$ cat config.mk
export PLATFORM = sky130hd
export DESIGN_NAME = axi_rd_slv
export DESIGN_NICKNAME = d
export VERILOG_FILES = /design/src/rtl/axi_rd_slv.sv
export SDC_FILE = /design/constraint.sdc
export NUM_CORES = 1
export LEC_CHECK = 0
export ABC_AREA = 1
export BUFFER_PORTS_ARGS = -buffer_cell sky130_fd_sc_hd__clkbuf_2
export CAP_MARGIN = 20
export CORE_UTILIZATION = 55
export CTS_BUF_LIST = sky130_fd_sc_hd__clkbuf_8
export DETAILED_ROUTE_END_ITERATION = 7
export HOLD_SLACK_MARGIN = 0.02
export PLACE_DENSITY_LB_ADDON = 0.3
export SLEW_MARGIN = 15
export SYNTH_ARGS = -nofsm -noshare
export SYNTH_HDL_FRONTEND = slang
export SYNTH_SLANG_ARGS = --single-unit
$ cat constraint.sdc
create_clock -name clk -period 8.1 [get_ports clk]
set_input_delay 0.405 -clock clk [delete_from_list [all_inputs] [get_ports clk]]
set_output_delay 0.405 -clock clk [all_outputs]
set_load 0.01 [all_outputs]
$ cat src/rtl/axi_rd_slv.sv
// AXI4 read-channel responder backed by a single-port synchronous SRAM.
// A 2-entry prefetch FIFO keeps one beat per cycle flowing and soaks up R back-pressure.
module axi_rd_slv #(
    parameter int DW  = 64,
    parameter int IW  = 4,
    parameter int MAW = 10
) (
    input  logic           clk,
    input  logic           rst,
    input  logic [IW-1:0]  s_arid,
    input  logic [31:0]    s_araddr,
    input  logic [7:0]     s_arlen,
    input  logic [1:0]     s_arburst,
    input  logic           s_arvalid,
    output logic           s_arready,
    output logic [IW-1:0]  s_rid,
    output logic [DW-1:0]  s_rdata,
    output logic [1:0]     s_rresp,
    output logic           s_rlast,
    output logic           s_rvalid,
    input  logic           s_rready,
    output logic           mem_en,
    output logic [MAW-1:0] mem_addr,
    input  logic [DW-1:0]  mem_rdata,
    output logic [1:0]     o_dbg_state
);

    typedef enum logic [1:0] {
        S_IDLE  = 2'd0,
        S_BURST = 2'd1,
        S_ERR   = 2'd2
    } state_t;

    localparam logic [1:0] RESP_OKAY   = 2'b00;
    localparam logic [1:0] RESP_SLVERR = 2'b10;

    state_t         r_state;
    state_t         w_state_n;
    logic [IW-1:0]  r_id;
    logic [MAW-1:0] r_addr;
    logic           r_fixed;
    logic [8:0]     r_issue_cnt;
    logic [8:0]     r_ret_cnt;
    logic           r_inflight;
    logic           r_inflight_last;

    logic [DW-1:0]  r_buf_data [2];
    logic [1:0]     r_buf_last;
    logic           r_wptr;
    logic           r_rptr;
    logic [1:0]     r_count;

    logic           w_ar_hs;
    logic           w_pop;
    logic           w_push;
    logic           w_issue;
    logic           w_head_last;
    logic [2:0]     w_occ;
    logic           w_unused;

    // Address bits outside the SRAM word range carry no meaning here.
    assign w_unused = ^{s_araddr[31:MAW+3], s_araddr[2:0]};

    // Handshakes: a transfer happens on a rising edge where valid and ready are both 1;
    // while s_rvalid=1 and s_rready=0 every R output holds its value.
    assign w_ar_hs     = s_arready & s_arvalid;
    assign w_pop       = s_rvalid & s_rready;
    assign w_push      = r_inflight;
    assign w_head_last = r_buf_last[r_rptr];
    assign w_occ       = {1'b0, r_count} + {2'b00, r_inflight};

    // A pop frees a slot this cycle, so a full pipe can still issue back-to-back.
    assign w_issue = !rst && (r_state == S_BURST) && (r_issue_cnt != 9'd0)
                     && ((w_occ < 3'd2) || w_pop);

    assign o_dbg_state = r_state;

    always_comb begin
        w_state_n = r_state;
        unique case (r_state)
            S_IDLE: begin
                if (w_ar_hs) begin
                    w_state_n = s_arburst[1] ? S_ERR : S_BURST;
                end
            end
            S_BURST: begin
                if (w_pop && w_head_last) begin
                    w_state_n = S_IDLE;
                end
            end
            S_ERR: begin
                if (w_pop && (r_ret_cnt == 9'd1)) begin
                    w_state_n = S_IDLE;
                end
            end
            default: w_state_n = S_IDLE;
        endcase
    end

    always_comb begin
        s_arready = 1'b0;
        s_rvalid  = 1'b0;
        s_rlast   = 1'b0;
        s_rresp   = RESP_OKAY;
        s_rdata   = '0;
        s_rid     = '0;
        mem_en    = w_issue;
        mem_addr  = '0;
        if (!rst) begin
            mem_addr = r_addr;
            unique case (r_state)
                S_IDLE: begin
                    s_arready = 1'b1;
                end
                S_BURST: begin
                    s_rid = r_id;
                    if (r_count != 2'd0) begin
                        s_rvalid = 1'b1;
                        s_rdata  = r_buf_data[r_rptr];
                        s_rlast  = w_head_last;
                    end
                end
                S_ERR: begin
                    s_rid    = r_id;
                    s_rvalid = 1'b1;
                    s_rresp  = RESP_SLVERR;
                    s_rlast  = (r_ret_cnt == 9'd1);
                end
                default: begin
                    s_arready = 1'b0;
                end
            endcase
        end
    end

    always_ff @(posedge clk) begin
        if (rst) begin
            r_state         <= S_IDLE;
            r_id            <= '0;
            r_addr          <= '0;
            r_fixed         <= 1'b0;
            r_issue_cnt     <= '0;
            r_ret_cnt       <= '0;
            r_inflight      <= 1'b0;
            r_inflight_last <= 1'b0;
            r_buf_last      <= '0;
            r_wptr          <= 1'b0;
            r_rptr          <= 1'b0;
            r_count         <= '0;
            for (int i = 0; i < 2; i++) begin
                r_buf_data[i] <= '0;
            end
        end else begin
            r_state <= w_state_n;

            if (w_ar_hs) begin
                r_id        <= s_arid;
                r_addr      <= s_araddr[MAW+2:3];
                r_fixed     <= (s_arburst == 2'b00);
                r_issue_cnt <= {1'b0, s_arlen} + 9'd1;
                r_ret_cnt   <= {1'b0, s_arlen} + 9'd1;
            end else if (w_issue) begin
                r_issue_cnt <= r_issue_cnt - 9'd1;
                if (!r_fixed) begin
                    r_addr <= r_addr + MAW'(1);
                end
            end

            if ((r_state == S_ERR) && w_pop) begin
                r_ret_cnt <= r_ret_cnt - 9'd1;
            end

            // SRAM data lands one cycle after the read enable.
            r_inflight      <= w_issue;
            r_inflight_last <= w_issue && (r_issue_cnt == 9'd1);

            if (w_push) begin
                r_buf_data[r_wptr] <= mem_rdata;
                r_buf_last[r_wptr] <= r_inflight_last;
                r_wptr             <= ~r_wptr;
            end
            if (w_pop && (r_state == S_BURST)) begin
                r_rptr <= ~r_rptr;
            end
            r_count <= r_count + 2'(w_push) - 2'((r_state == S_BURST) && w_pop);
        end
    end

endmodule

==> key figures, run 1 <==
Placed design
  • Hpwl dp: 11700 um
  • Placed cell areas: roughly 9400 um2
  • Placed instance count: 1320
  • Port bufs: approximately 180
  • GP Congestion: around 0.86

CTS
  • Hold_buf cts: 0
  • Depth of the CTS H-tree: 4
  • CTS tree: built
  • Clk sinks: 172
  • Worst-Skew Late Latency: 0.45 ns
  • Clk slew on worst S/H paths: 0.08 ns
  • Total CTS buffers: 17
  • Root Buffer: clkbuf_8
  • Largest buffer count on any clock path: 2
  • Post_cts resized: 0
  • Post-CTS setup buffers: 0

Min path
  • Hold_sp: s_arid[0]
  • Hold WC Path Type: in2reg

Routing
  • First drt pass iteration count: 8
  • DR DRC count: 16
  • Detailed Route WL: 18600 um
  • DR iter-0 viols: 542
  • Via density per instance: 5.17
  • Post-route ant nets: 0
  • Vias post-DR: 6982
  • WL/cell: 13.7 um

Cells and area
  • Most common cell after layout, fill and taps aside: nand2_1
  • Post-route cell area: 9820 um2
  • Layout Cells excl Fill: 1351
  • Layout cells sized above 1: roughly 20%
  • Commonest cells after routing, fill and taps aside: 245 x nand2_1, 186 x nor2_1, 176 x clkbuf_2
  • Area grow syn2layout: 16.9%
  • Antenna Cells: 0
  • Total Nets Final: ~1300

STA
  • Rel. slew slack: 36.6%
  • Slew Limit Fails: 0
  • Final Cycle Share: 36.5%
  • Final Setup Violations: 0
  • Worst slew pin tran: 0.951 ns
  • Setup TNS: 0 ns
  • F_max: around 0.34 GHz
  • Final Hold Viols: 0
  • Skew final: 0.0154 ns
  • Post-route minimum period: 2.95 ns
  • RSZ-0062 raised after global routing: no

Worst setup path
  • CP Capture Type: primary output
  • CP required: 7.70 ns
  • Type of origin of the critical path: input port
  • CP arrival: 2.55 ns
  • Critical path peak fanout: between 60 and 70
  • Crit Path Class: in2out
  • Worst setup path startpoint: rst
  • RR Startpoint: o_dbg_state[0]$_SDFFE_PP0P_

Global route
  • Initial antenna violation count: 0
  • Met3 Use GR: 4.41%
  • First-pass GRT wire length: between 20000 and 30000 um
  • Met1 usage: 30.2%
  • Busiest grt layer: met2
  • Largest net degree at the start of global routing: 67
  • Met2 usage: 41.1%
  • Vias in the first global route: 6240
  • GRT Total Usage: 24.0%
  • Remaining Overflow, GRT: 0

Synth
  • Cell count after synthesis: 1004
  • Net Count, Synth: 1129
  • Seq cells post-synth: 172
  • Sequential fraction of the synthesis area: ~56%
  • Post-synth EDFFs: roughly 130
  • Cell variety after synth: 37
  • Synth Flop Type: edfxtp_1
  • Synth warn: 0
  • Post-synthesis async set-or-reset flop share: 0%
  • Mapped Area: 8400 um2
  • Avg Cell Area, Syn: 8.37 um2

Floorplanning
  • # rows: 44
  • Die Footprint: roughly 16000 um2
  • Die X: about 130 um
  • I/O Pins: 200
  • Core box area: 14700 um2
  • Starting density of the core: 57.1%
  • Die height: 126 um

Status
  • Status: finished with violations
  • Violated checks: design-rule violations

Flow run
  • Max_cap viols: 0

Pwr
  • PD cells: 228 nW/um2
  • Max IR drop VDD: 0.000122 V
  • Leak: around 4.6 nW
[synthesized netlist by cell type, types with 2 or more instances]
library cell | n | share of area [%]
ha_1 | 11 | 1.6
dfxtp_1 | 44 | 10
nand3b_1 | 3 | 0.27
nor3_1 | 4 | 0.24
nand3_1 | 48 | 2.9
o211ai_1 | 2 | 0.18
nor2_4 | 2 | 0.27
nor2_1 | 186 | 8.3
o21bai_1 | 2 | 0.18
nand4_1 | 7 | 0.52
or2_2 | 2 | 0.15
buf_4 | 4 | 0.36
inv_2 | 3 | 0.13
clkbuf_1 | 21 | 0.94
a21oi_1 | 91 | 5.4
edfxtp_1 | 128 | 46
nand2_4 | 3 | 0.40
xor2_1 | 7 | 0.73
a31oi_1 | 2 | 0.15
buf_2 | 18 | 1.1
o21ai_0 | 31 | 1.8
nand2_2 | 2 | 0.15
buf_1 | 6 | 0.27
inv_1 | 116 | 5.2
nor2_2 | 2 | 0.15
nand2_1 | 247 | 11
buf_6 | 2 | 0.27
[metal layers]
metal / up-vias / part of all wire [%]
li1: 3518 / -
met2: 224 / 50
met3: 33 / 6.2
met1: 3207 / 42
met4: 0 / 2.0
met5: - / 0
[final timing paths]
check | endpoint | slack, ns | cells past startpoint
hold reg to reg | r_buf_last[1]$_SDFFE_PP0P_ | 0.48 | 2
setup / recovery | s_rdata[38] | 5.15 | 8
hold / removal | r_id[0]$_SDFFE_PP0P_ | 0.16 | 3
setup reg to reg | r_count[1]$_SDFF_PP0_ | 5.60 | 14
[stage by stage]
stage          hold slack, ns  power (W)  setup WS, ns  util [%]
6_report                0.157    0.00224          5.15      66.8
3_3_place_gp            0.454    0.00158          5.08      63.6
3_5_place_dp            0.464    0.00159          5.04      63.8
2_1_floorplan           0.443    0.00147          5.17         -
4_1_cts                 0.128    0.00226          5.15      66.8
5_1_grt                 0.142    0.00237          5.00      66.8
[power breakdown]
part	leakage, nW	internal [W]	switching, W
sequential	1.68	0.00104	0.0000518
clock	0.220	0.000367	0.000304
combinational	2.67	0.000170	0.000310
[sequential cells by signal (all words and copies together), names as in the netlist, named ones only]
| name | count |
|---|---|
| r_issue_cnt | 9 |
| r_inflight | 1 |
| r_addr | 10 |
| o_dbg_state | 2 |
| r_id | 4 |
| r_inflight_last | 1 |
| r_count | 2 |
| r_rptr | 1 |
| r_wptr | 1 |
| r_buf_data | 128 |
| r_fixed | 1 |
| r_ret_cnt | 9 |
| r_buf_last | 2 |
[area by class of cell]
type                       instances  area (um2)
clock buffer                      17         234
fill                            1259        4880
tap                              184         230
clock inverter                    14         215
multi-input combinational        661        3010
timing repair buffer             183         953
inverter                         120         453
sequential                       172        4730
[cell families after synthesis]
group / count (synthesis) / share of synthesized area [%]
AND/OR/NAND/NOR: 508 / 24.7
flip-flops: 172 / 56.2
buffers and inverters: 171 / 8.30
AO/OA/AOI/OAI: 134 / 8.34
adder cells (fa/ha/maj): 11 / 1.64
XOR/XNOR: 7 / 0.730
other: 1 / 0.0446
[critical path, stage by stage]
cell      delay [ns]
clkbuf_2        0.08
buf_4           0.23
inv_2           0.55
nand2_1         0.20
o21bai_4        0.22
buf_4           0.32
a21oi_1         0.28
clkbuf_2        0.18
Power figures use the tool's default switching activity.
==> inputs of run 2 (changes only) <==
--- a/config.mk
+++ b/config.mk
@@ -5,7 +5,7 @@
 export SDC_FILE = /design/constraint.sdc
 export NUM_CORES = 1
 export LEC_CHECK = 0
-export ABC_AREA = 1
+export ABC_AREA = 0
 export BUFFER_PORTS_ARGS = -buffer_cell sky130_fd_sc_hd__clkbuf_2
 export CAP_MARGIN = 20
 export CORE_UTILIZATION = 55
==> constraint.sdc (replaced) <==
create_clock -name clk -period 2.8 [get_ports clk]
set_input_delay 0.14 -clock clk [delete_from_list [all_inputs] [get_ports clk]]
set_output_delay 0.14 -clock clk [all_outputs]
set_load 0.01 [all_outputs]
==> run 2 against run 1 <==
Synthesized cell count is 24% lower. Sequential cell count stayed put. Worst setup slack worse by 4.9 ns. Clock power grew to 2.9 times the previous value. The flow still finishes with violations (design-rule violations). Largest power group unchanged. Core utilization is 6.5 points higher. Sequential power grew to 2.8 times the previous value. Non-clock buffer count is 90 higher. Count of clock-buffer cells in the layout is 1 higher. Combinational power is 150% higher.
==> key figures, run 2 <==
Status
  • Status: finished with violations
  • Violated checks: design-rule violations

CTS
  • Total CTS buffers: 17
  • Clk slew on worst S/H paths: around 0.090 ns
  • CTS tree: built
  • Root Buffer: clkbuf_8
  • Clk sinks: 172
  • Worst-Skew Late Latency: about 0.45 ns
  • Largest buffer count on any clock path: 2
  • Depth of the CTS H-tree: 4

STA
  • Final Cycle Share: around 91%
  • F_max: 0.392 GHz
  • Worst slew pin tran: 0.584 ns
  • Final Setup Violations: 0
  • Post-route minimum period: 2.55 ns
  • RSZ-0062 raised after global routing: no
  • Rel. slew slack: 60.5%
  • Slew Limit Fails: 0
  • Final Hold Viols: 0
  • Skew final: 0.00979 ns
  • Setup TNS: 0 ns

Worst setup path
  • Critical Path Max Stage Delay: approximately 0.52 ns
  • Crit Path Class: reg2out
  • Type of origin of the critical path: register
  • Critical path peak fanout: 7
  • CP required: 2.66 ns
  • R2R cell count: 6
  • CP arrival: 2.41 ns
  • RR Startpoint: r_issue_cnt[0]$_SDFFE_PP0P_
  • Crit path max-delay family: simple AND/OR/NAND/NOR gates
  • CP Cell Sequence: inv_1 > ha_1 > nor4b_1 > nand2_1 > nand2_1 > inv_1 > clkbuf_2
  • Reg-to-Reg End: r_addr[9]$_SDFFE_PP0P_
  • Bufs and invs on worst path: 3
  • R2r setup slk: roughly 0.48 ns
  • Critical Path Slowest Stage Cell: nor4b_1
  • Worst setup path startpoint: r_issue_cnt[0]$_SDFFE_PP0P_
  • CP Capture Type: primary output

Synth
  • Mapped Area: 8400 um2
  • Cell count after synthesis: 762
  • Post-synthesis async set-or-reset flop share: 0%
  • Net Count, Synth: roughly 890
  • Post-synth EDFFs: 128
  • Sequential fraction of the synthesis area: 56.3%
  • Cell variety after synth: 62
  • Mux contribution to synthesized area: 8.11%
  • Synth warn: 0
  • Synth Area in Compound Gates: between 6 and 7%
  • Yosys top cell by area: edfxtp_1
  • Post-synthesis adder-cell area fraction: 1.64%
  • Count leader, synth: and2_1
  • Main combinational cell family by area after synthesis: simple AND/OR/NAND/NOR gates
  • Synth Flop Type: edfxtp_1
  • Seq cells post-synth: approximately 170
  • Post-Synth Simple-Gate Area: 23.2%
  • Avg Cell Area, Syn: approximately 11 um2
  • Synth top cells by count: 132 x and2_1, 128 x edfxtp_1, 98 x nor2_1
  • Synth Area in XOR/XNOR: less than 1%
  • Synth top area cells: edfxtp_1 46%, dfxtp_1 10%, and2_1 9.8%
  • Yosys top cell area share: 45.8%

Pwr
  • Leak: approximately 4.3 nW
  • Power consumption: 0.00624 W
  • Max IR drop VDD: roughly 0.00046 V
  • PD cells: 580 nW/um2

Cells and area
  • Most common cell after layout, fill and taps aside: clkbuf_2
  • Commonest cells after routing, fill and taps aside: 176 x clkbuf_2, 132 x and2_1, 128 x edfxtp_1
  • Antenna Cells: 0
  • Layout Cells excl Fill: approximately 1200
  • Largest registers: r_buf_data x128, r_addr x10
  • Area grow syn2layout: 28.3%
  • Max reg flops: 128
  • Top reg by flops: r_buf_data
  • Total Nets Final: 1130
  • Layout cells sized above 1: 23.2%

Min path
  • Worst hold path endpoint: r_issue_cnt[0]$_SDFFE_PP0P_
  • Hold WC Path Type: in2reg
  • Hold_sp: s_arlen[0]
  • Worst hold stages: 4

Routing
  • Max layer used: met4
  • Via density per instance: 5.57
  • Detailed Route WL: 20200 um
  • Post-route ant nets: 0
  • Metal-1 WL: 8120 um
  • DR DRC count: 13
  • DR iter-0 viols: 456
  • Met2 WL: 10500 um
  • WL/cell: 16.8 um
  • Vias post-DR: 6696
  • Met3 WL: 1200 um
  • First drt pass iteration count: 8

Floorplanning
  • # rows: 44
  • Die Footprint: 15800 um2
  • Starting density of the core: 57.1%
  • Die height: ~130 um
  • I/O Pins: 200
  • Core box area: 14700 um2
  • Die X: around 130 um

Placed design
  • GP Congestion: 0.915
  • Hpwl dp: 12500 um
  • Placed instance count: 1091
  • Port bufs: 176

Global route
  • First-pass GRT wire length: 32100 um
  • Initial antenna violation count: 0
  • Largest net degree at the start of global routing: 65
  • GRT Total Usage: 26.1%
  • Vias in the first global route: around 6600
  • Remaining Overflow, GRT: 0

Flow run
  • Max_cap viols: 0
run 2: cell types whose count changed after synthesis, moves of 9 or more:
cell      delta
clkbuf_1    +13
nor2_1      -88
nor2b_1      +9
inv_1      -100
a311oi_1    +13
buf_2       -17
nand2_1    -213
and2_1     +132
a21oi_1     -82
and3_1       +9
o21ai_0     -22
nand3_1     -31
mux2i_1     +68
run 2: metrics by stage:
stage          area, um2  hold WS, ns  worst slack, ns  utilization, %
6_report           10800       0.0646            0.249            73.3
3_3_place_gp        9530        0.329            0.609            64.8
4_1_cts            10800       0.0293            0.222            73.3
5_1_grt            10800       0.0348           0.0160            73.3
2_1_floorplan       8400        0.239            0.289               -
3_5_place_dp        9530        0.333            0.537            64.8
run 2: per-layer routing:
layer | track usage [%] | up-vias
met5 | 0 | -
met4 | 9.54 | 0
met3 | 5.52 | 32
met2 | 46.1 | 255
met1 | 31.3 | 3200
li1 | - | 3209
run 2: how the worst max path moves through the flow:
| stage | depth (start not counted) | slack (ns) | to |
|---|---|---|---|
| after detailed placement | 7 | 0.54 | r_addr[8]$_SDFFE_PP0P_ |
| after global placement | 6 | 0.61 | r_addr[2]$_SDFFE_PP0P_ |
| after CTS | 7 | 0.22 | s_rdata[63] |
| after floorplan | 4 | 0.29 | r_buf_data[1][0]$_SDFFCE_PN0P_ |
| final | 7 | 0.25 | mem_en |
| after global routing | 7 | 0.02 | s_rdata[63] |
run 2: power by group:
group          total, W  switching, W  internal (W)  leakage [nW]
Sequential      0.00310      0.000141       0.00296          1.68
Combinational   0.00118      0.000683      0.000496          2.41
Clock           0.00196      0.000881       0.00108         0.233
run 2: tightest hold or removal path, cell delays in order:
cell and delay [ns]:
clkbuf_2 0.16, nand2_1 0.06, nand2_1 0.07, a31oi_1 0.04
run 2: final cells by class:
type / count / area (um2)
fill: 998 / 3930
inverter: 17 / 63.8
clock buffer: 18 / 248
multi-input combinational: 524 / 3430
sequential: 172 / 4730
tap: 184 / 230
clock inverter: 14 / 204
timing repair buffer: 273 / 1870
run 2: kinds of logic (layout without fill, tap and decap cells):
group	after synthesis	count (layout)
AO/OA/AOI/OAI	78	78
XOR/XNOR	9	9
adder cells (fa/ha/maj)	11	11
buffers and inverters	66	322
flip-flops	172	172
multiplexers	68	68
other	1	1
AND/OR/NAND/NOR	357	357
run 2: repair_timing:
item                      4_1_cts  5_1_grt
setup buffers                   0        0
resized for setup               0        0
hold endpoints to repair      144        0
hold buffers                   79        0
